### config.mk
export PLATFORM = sky130hd
export DESIGN_NAME = interp_plane_seq
export DESIGN_NICKNAME = d
export VERILOG_FILES = /design/src/rtl/interp_plane_seq.sv
export SDC_FILE = /design/constraint.sdc
export NUM_CORES = 2
export LEC_CHECK = 0
export CAP_MARGIN = 15
export CORE_AREA = 2 2 515 517
export CTS_CLUSTER_DIAMETER = 60
export DETAILED_ROUTE_END_ITERATION = 10
export DIE_AREA = 0 0 517 519
export MAX_ROUTING_LAYER = met4
export RECOVER_POWER = 25
export SLEW_MARGIN = 15
export SYNTH_ARGS = -nofsm -noshare
export SYNTH_HDL_FRONTEND = slang
export SYNTH_SLANG_ARGS = --single-unit
### constraint.sdc
create_clock -name clock -period 51.4 [get_ports clock]
set_clock_uncertainty 0.05 [all_clocks]
set_input_delay 10.28 -clock clock [delete_from_list [all_inputs] [get_ports clock]]
set_output_delay 10.28 -clock clock [all_outputs]
set_load 0.02 [all_outputs]
### src/rtl/interp_plane_seq.sv
`timescale 1ns/1ps
`default_nettype none
// ============================================================================
// Module   : interp_plane_seq
// Purpose  : Walks a triangle's pixel bounding box in raster order. For every
//            pixel it drives each parameter plane in turn to a shared
//            multi-cycle interpolator, collects one result per plane and then
//            emits the pixel with all plane results on a valid/ready port.
// Revision : 1.0 - initial release
// ----------------------------------------------------------------------------
// Ports
//   clock, reset          : sole clock, asynchronous active-high reset
//   abort                 : synchronous flush of the triangle in flight
//   tri_valid/tri_ready   : triangle handshake
//   tri_planes            : planes to evaluate (0 -> 1, clamped to NPLANE)
//   tri_fx, tri_fy        : three signed 32b vertex X/Y, vertex 1 in [31:0]
//   tri_fz                : per-plane vertex Z triples, plane p at [p*96 +: 96]
//   tri_x0/x1, tri_y0/y1  : inclusive pixel bounding box
//   ip_fx, ip_fy, ip_fz   : vertex data presented to the shared interpolator
//   ip_x, ip_y            : pixel coordinate << FRAC_BITS
//   ip_interp             : interpolator result (signed 64b)
//   px_valid/px_ready     : pixel handshake
//   px_x, px_y, px_val    : pixel coordinate and per-plane results
//   px_last               : last pixel of the triangle
//   tri_done              : one-cycle pulse when a triangle completes
// ============================================================================
module interp_plane_seq #(
  parameter int NPLANE    = 4,
  parameter int SETUP_LAT = 2,
  parameter int FRAC_BITS = 12
) (
  input  logic                  clock,
  input  logic                  reset,
  input  logic                  abort,
  input  logic                  tri_valid,
  output logic                  tri_ready,
  input  logic [2:0]            tri_planes,
  input  logic [95:0]           tri_fx,
  input  logic [95:0]           tri_fy,
  input  logic [NPLANE*96-1:0]  tri_fz,
  input  logic [11:0]           tri_x0,
  input  logic [11:0]           tri_x1,
  input  logic [11:0]           tri_y0,
  input  logic [11:0]           tri_y1,
  output logic [95:0]           ip_fx,
  output logic [95:0]           ip_fy,
  output logic [95:0]           ip_fz,
  output logic [31:0]           ip_x,
  output logic [31:0]           ip_y,
  input  logic [63:0]           ip_interp,
  output logic                  px_valid,
  input  logic                  px_ready,
  output logic [11:0]           px_x,
  output logic [11:0]           px_y,
  output logic [NPLANE*64-1:0]  px_val,
  output logic                  px_last,
  output logic                  tri_done
);

  localparam int WW = (SETUP_LAT > 0) ? $clog2(SETUP_LAT + 1) : 1;

  typedef enum logic [1:0] {
    S_IDLE  = 2'd0,
    S_DRIVE = 2'd1,
    S_EMIT  = 2'd2
  } state_t;

  state_t                r_state;
  state_t                w_next;
  logic [95:0]           r_fx;
  logic [95:0]           r_fy;
  logic [NPLANE*96-1:0]  r_fz;
  logic [NPLANE*64-1:0]  r_res;
  logic [11:0]           r_x0, r_x1, r_y0, r_y1;
  logic [11:0]           r_x, r_y;
  logic [2:0]            r_planes;
  logic [2:0]            r_p;
  logic [WW-1:0]         r_w;
  logic                  r_done;

  logic                  w_accept;
  logic                  w_degen;
  logic                  w_plane_end;
  logic                  w_last_plane;
  logic                  w_at_x1;
  logic                  w_pix_last;
  logic                  w_hs;
  logic [2:0]            w_planes;

  assign tri_ready    = (r_state == S_IDLE) && !abort;
  assign w_accept     = tri_valid && tri_ready;
  assign w_degen      = (tri_x0 > tri_x1) || (tri_y0 > tri_y1);
  assign w_plane_end  = (r_w == WW'(SETUP_LAT));
  assign w_last_plane = (r_p == (r_planes - 3'd1));
  assign w_at_x1      = (r_x == r_x1);
  assign w_pix_last   = w_at_x1 && (r_y == r_y1);
  // abort wins over px_ready: a simultaneous ready is not a transfer
  assign w_hs         = (r_state == S_EMIT) && px_ready && !abort;

  // zero planes means one; anything above the slot count is clamped
  assign w_planes = (tri_planes == 3'd0) ? 3'd1 :
                    ((32'(tri_planes) > NPLANE) ? 3'(NPLANE) : tri_planes);

  // Interpolator side: everything comes from latched state, so it only moves
  // when p or the pixel counters advance.
  assign ip_fx = r_fx;
  assign ip_fy = r_fy;
  assign ip_x  = 32'(r_x) << FRAC_BITS;
  assign ip_y  = 32'(r_y) << FRAC_BITS;

  always_comb begin
    ip_fz = '0;
    for (int i = 0; i < NPLANE; i++) begin
      if (r_p == 3'(i)) ip_fz = r_fz[i*96 +: 96];
    end
  end

  assign px_valid = (r_state == S_EMIT);
  assign px_last  = px_valid && w_pix_last;
  assign px_x     = r_x;
  assign px_y     = r_y;
  assign tri_done = r_done;

  // Slots beyond the active plane count may hold results of an earlier
  // triangle, so they are masked rather than cleared.
  for (genvar g = 0; g < NPLANE; g++) begin : g_slot
    assign px_val[g*64 +: 64] = (3'(g) < r_planes) ? r_res[g*64 +: 64] : 64'd0;
  end

  always_comb begin
    w_next = r_state;
    case (r_state)
      S_IDLE:  if (w_accept && !w_degen) w_next = S_DRIVE;
      S_DRIVE: begin
        if (abort)                            w_next = S_IDLE;
        else if (w_plane_end && w_last_plane) w_next = S_EMIT;
      end
      S_EMIT: begin
        if (abort)     w_next = S_IDLE;
        else if (w_hs) w_next = w_pix_last ? S_IDLE : S_DRIVE;
      end
      default: w_next = S_IDLE;
    endcase
  end

  always_ff @(posedge clock or posedge reset) begin
    if (reset) begin
      r_state <= S_IDLE;
    end else begin
      r_state <= w_next;
    end
  end

  always_ff @(posedge clock or posedge reset) begin
    if (reset) begin
      r_fx     <= '0;
      r_fy     <= '0;
      r_fz     <= '0;
      r_res    <= '0;
      r_x0     <= '0;
      r_x1     <= '0;
      r_y0     <= '0;
      r_y1     <= '0;
      r_x      <= '0;
      r_y      <= '0;
      r_planes <= '0;
      r_p      <= '0;
      r_w      <= '0;
      r_done   <= 1'b0;
    end else begin
      r_done <= (w_accept && w_degen) || (w_hs && w_pix_last);
      if (w_accept) begin
        r_fx     <= tri_fx;
        r_fy     <= tri_fy;
        r_fz     <= tri_fz;
        r_x0     <= tri_x0;
        r_x1     <= tri_x1;
        r_y0     <= tri_y0;
        r_y1     <= tri_y1;
        r_x      <= tri_x0;
        r_y      <= tri_y0;
        r_planes <= w_planes;
        r_p      <= '0;
        r_w      <= '0;
      end else if (r_state == S_DRIVE && !abort) begin
        if (w_plane_end) begin
          for (int i = 0; i < NPLANE; i++) begin
            if (r_p == 3'(i)) r_res[i*64 +: 64] <= ip_interp;
          end
          r_w <= '0;
          // p returns to 0 after the last plane so ip_fz stays in range
          r_p <= w_last_plane ? 3'd0 : r_p + 3'd1;
        end else begin
          r_w <= r_w + WW'(1);
        end
      end else if (w_hs) begin
        if (w_at_x1) begin
          r_x <= r_x0;
          r_y <= r_y + 12'd1;
        end else begin
          r_x <= r_x + 12'd1;
        end
        r_p <= '0;
        r_w <= '0;
      end
    end
  end

endmodule
`default_nettype wire

==> impl_table.tex <==
\begin{tabular}{lr}
\hline
Metric & Value \\
\hline
\multicolumn{2}{l}{\textbf{Routing}} \\
1st-iter DRT viols & 2766 \\
Count of nets left with antenna violations after detail routing & 0 \\
Routed length per instance & $\sim$24 um \\
Total wirelength of the detailed-routed design & roughly 220000 um \\
Vias per cell & about 4 \\
\# DRC & 0 \\
Detailed-route via count & between 30k and 40k \\
Count of TritonRoute iterations in the first routing pass & 5 \\
\multicolumn{2}{l}{\textbf{Yosys}} \\
Mapped Area & approximately 40000 sq um \\
Most used flip-flop cell after synthesis & sky130\_fd\_sc\_hd\_\_dfrtp\_1 \\
Post-synth top cells & sky130\_fd\_sc\_hd\_\_nand2\_1, sky130\_fd\_sc\_hd\_\_dfrtp\_1, sky130\_fd\_sc\_hd\_\_mux2\_2, sky130\_fd\_sc\_hd\_\_o21ai\_0, sky130\_fd\_sc\_hd\_\_nor2b\_1 \\
Library cell with the highest instance count after synthesis & sky130\_fd\_sc\_hd\_\_nand2\_1 \\
Cell accounting for the most synthesized area & sky130\_fd\_sc\_hd\_\_dfrtp\_1 \\
Fraction of post-synthesis cell area in the top cell type by area & a little under three fifths \\
Synth top area cells & sky130\_fd\_sc\_hd\_\_dfrtp\_1, sky130\_fd\_sc\_hd\_\_nand2\_1, sky130\_fd\_sc\_hd\_\_mux2\_2 \\
Post-Syn Area per Cell & roughly 9.4 sq um \\
Register bit total from synthesis & around 900 \\
Synth Warn \# & 0 \\
Synth async-reset ratio & 100\% \\
Count of flip-flops with a built-in enable after synthesis & 0 \\
Number of distinct library cells after synthesis & between 50 and 60 \\
Seq/Total Area, Yosys & roughly 56\% \\
Instance count of the mapped netlist & between 4k and 5k \\
\multicolumn{2}{l}{\textbf{Power and ir drop}} \\
Power, Total & between 3 and 4 mW \\
Pwr per Cell Area & slightly below 60 nW/um\^{}2 \\
Leakage dissipation & approximately 28 nW \\
Peak VDD IR & roughly 0.037 mV \\
\multicolumn{2}{l}{\textbf{Placed design}} \\
Weighted congestion reported at the end of routability-driven placement & 0.930 \\
Detailed Place HPWL & 170000 um \\
Number of buffers inserted by port buffering & between 1k and 1.5k \\
Pre-CTS setup slack & approximately 29 ns \\
\multicolumn{2}{l}{\textbf{Cells and area}} \\
Multi-input combinational cell area & around 16000 sq um \\
Number of nets in the finished design & 6179 \\
Area occupied by registers & around 23000 sq um \\
Synth-to-layout area growth & 51.1\% \\
Share of cells above drive strength 1 & slightly above 9\% \\
Total of fill cells in the finished design & $\sim$29k \\
\multicolumn{2}{l}{\textbf{STA}} \\
Tightest Pin Transition & around 7 ns \\
Final period util & 43.9\% \\
Max-Slew Margin vs Limit & -369\% \\
Peak clock frequency supported by timing & 44.3 MHz \\
Minimum clock period & 22.56 ns \\
Final hold vios & 0 \\
Final Max Slew Viols & 705 \\
RSZ-0062 raised after global routing & no \\
Worst setup slack after layout & 28.84 ns \\
Sum Neg Setup Slack & 0 ns \\
Finish-stage setup viols & 0 \\
\multicolumn{2}{l}{\textbf{Global routing}} \\
Leftover overflow at the end of global routing & 0 \\
Total global-route track usage & between 10\% and 20\% \\
Maximum number of pins on one net before global-route repair & 180 \\
Initial antenna violation count & 157 \\
Global-route wire length before repair & between 200000 and 300000 um \\
Via count of the first global-routing pass & around 36k \\
\multicolumn{2}{l}{\textbf{Critical path}} \\
Crit end category & primary output \\
Launch point of the worst reg-to-reg path & r\_state[0]\$\_DFFE\_PP0P\_ \\
Worst R2R Path Depth & 8 \\
Critical path fanouts, max & 5 \\
Cells along the critical path & dlygate4sd3\_1 > nor3\_1 > clkdlybuf4s50\_1 \\
Internal reg-to-reg setup slack & 44.14 ns \\
Buffers \& Inverters on Critical Path & 2 \\
Required time at the endpoint of the critical path & just over 40 ns \\
CP max stage cell & sky130\_fd\_sc\_hd\_\_clkdlybuf4s50\_1 \\
Data arrival time at the worst-slack endpoint & between 10 and 15 ns \\
Crit Path Class & in2out \\
Dominant delay contributor by cell family on the critical path & buffers and inverters \\
Peak per-stage delay on the critical path & roughly 0.8 ns \\
Startpoint type of the worst setup path & input pin \\
Reg-to-Reg End & r\_fz[61]\$\_DFFE\_PP0P\_ \\
\multicolumn{2}{l}{\textbf{Die}} \\
Number of top-level pins & $\sim$1.3k \\
Core Rows & roughly 190 \\
Starting density of the core & roughly 15\% \\
Core area & between 200000 and 300000 sq um \\
Width of the chip & a little over 500 um \\
Die Outline Area & about 270000 sq um \\
Die Y-Extent & 519 um \\
\multicolumn{2}{l}{\textbf{Run status}} \\
Outcome & finished with violations \\
Violations in the final reports & capacitance limit, slew limit \\
\multicolumn{2}{l}{\textbf{CTS}} \\
Number of buffers on the longest clock path & 3 \\
Sink Count & 903 \\
Worst skew pair latency & $\sim$0.75 ns \\
CTS Hold Bufs & 0 \\
Root Buffer & sky130\_fd\_sc\_hd\_\_clkbuf\_16 \\
Quantity of gates resized following cts & 0 \\
Reg clk slew, reported paths & 0.06 ns \\
CTS tree & yes \\
Number of CTS-inserted buffers & about 120 \\
H-Tree Level Count & 3 \\
Post-CTS Setup Repair Bufs & 0 \\
\multicolumn{2}{l}{\textbf{Worst hold path}} \\
Hold Path Cell Cnt & 2 \\
Kind of path behind the tightest hold check & reg2reg \\
Min-Delay Endpoint & ip\_fx[27]\$\_DFFE\_PP0P\_ \\
Hold Path Origin & ip\_fx[27]\$\_DFFE\_PP0P\_ \\
\multicolumn{2}{l}{\textbf{Run}} \\
Max-Cap Viols & 11 \\
\hline
\end{tabular}
-- layout make-up --
cell class	instances	area share [%]
Antenna cell	84	0.347
Clock buffer	160	5.51
Clock inverter	55	1.18
Inverter	38	0.238
Multi-Input combinational cell	3050	26.2
Sequential cell	903	37.3
Tap cell	3533	7.30
Timing Repair Buffer	1341	21.9
-- through the flow --
step                      std cells  hold WS, ns  util [%]  instance area (sq um)
after floorplan                4318        0.388         -                  40200
after global placement         8865        0.400      21.4                  56400
after detailed placement       8865        0.406      21.4                  56400
after CTS                      9080        0.422      23.0                  60500
after global routing           9134        0.430      23.0                  60500
final                          9164        0.416      23.0                  60600
-- worst max-delay path by stage --
stage,from,endpoint,slack [ns],depth (start not counted)
3_3_place_gp,abort,tri_ready,29.06,3
6_report,abort,tri_ready,28.84,3
3_5_place_dp,abort,tri_ready,29.04,3
2_1_floorplan,reset,ip_fx[0]$_DFFE_PP0P_,15.68,1
4_1_cts,abort,tri_ready,29.03,3
5_1_grt,abort,tri_ready,28.73,3
-- layout by cell type (no fill, tap or decap), types with 5 or more instances in the layout --
master                               n
sky130_fd_sc_hd__nand2_1          1917
sky130_fd_sc_hd__clkdlybuf4s50_1  1180
sky130_fd_sc_hd__dfrtp_1           902
sky130_fd_sc_hd__mux2_2            251
sky130_fd_sc_hd__o21ai_0           225
sky130_fd_sc_hd__nor2b_1           132
sky130_fd_sc_hd__and2_1            130
sky130_fd_sc_hd__clkbuf_16         116
sky130_fd_sc_hd__dlygate4sd3_1     111
sky130_fd_sc_hd__a221o_1            97
sky130_fd_sc_hd__diode_2            84
sky130_fd_sc_hd__buf_4              43
sky130_fd_sc_hd__conb_1             40
sky130_fd_sc_hd__inv_1              37
sky130_fd_sc_hd__a21oi_1            32
sky130_fd_sc_hd__ha_1               32
sky130_fd_sc_hd__clkbuf_8           27
sky130_fd_sc_hd__clkbuf_1           23
sky130_fd_sc_hd__nor2_1             22
sky130_fd_sc_hd__xnor2_1            22
sky130_fd_sc_hd__clkinv_2           21
sky130_fd_sc_hd__nand3_1            20
sky130_fd_sc_hd__nor3_1             15
sky130_fd_sc_hd__xor2_1             14
sky130_fd_sc_hd__nand4_1            13
sky130_fd_sc_hd__a31oi_1            12
sky130_fd_sc_hd__o21ai_1             9
sky130_fd_sc_hd__mux2_1              8
sky130_fd_sc_hd__bufinv_16           8
sky130_fd_sc_hd__inv_8               8
sky130_fd_sc_hd__o211ai_1            7
sky130_fd_sc_hd__nor4_1              6
sky130_fd_sc_hd__clkinv_16           6
sky130_fd_sc_hd__clkinvlp_4          5
sky130_fd_sc_hd__inv_6               5
-- tightest hold or removal path, cell delays in order (launching register included) --
cell,delay [ns]
sky130_fd_sc_hd__dfrtp_1,0.34
sky130_fd_sc_hd__nand2_1,0.05
sky130_fd_sc_hd__nand2_1,0.05
-- flip-flops by register name, summed over array words and instances (netlist names), 3 cells and up --
signal / cells
r_p: 3
r_y1: 12
r_x0: 12
px_y: 12
r_x1: 12
px_x: 12
ip_fy: 96
ip_fx: 96
r_res: 256
r_fz: 384
r_planes: 3
-- cell families (layout without fill, tap and decap cells) --
| group | count (synthesis) | after routing | synth area share (%) |
|---|---|---|---|
| and+or+nand+nor | 2276 | 2276 | 23.5 |
| DFF | 903 | 903 | 56.3 |
| AOI/OAI and AO/OA | 402 | 402 | 6.45 |
| buffers and inverters | 365 | 1594 | 4.54 |
| muxes | 263 | 263 | 7.37 |
| xor gates and xnor gates | 36 | 36 | 0.786 |
| adders and majority gates | 33 | 33 | 1.03 |
| other | 1 | 124 | 0.00935 |
-- metal layers --
layer  GRT usage [%]  up-vias  routed length [um]  share of wire (%)
li1                -    16100                   -                  -
met3            4.92      364               21200                9.7
met5               -        -                   0                  0
met2            25.5     1702              104000                 47
met4            5.94        0                7070                3.2
met1            18.8    18000               86700                 40
-- power by group --
part	leakage [nW]	total [mW]	internal, mW	switching [mW]
clock network	1.99	0.857	0.499	0.358
registers	11.6	1.17	0.984	0.185
logic	14.2	1.58	0.597	0.984
total	27.8	3.61	2.08	1.53
No activity file was read; power rests on OpenSTA's default activity.
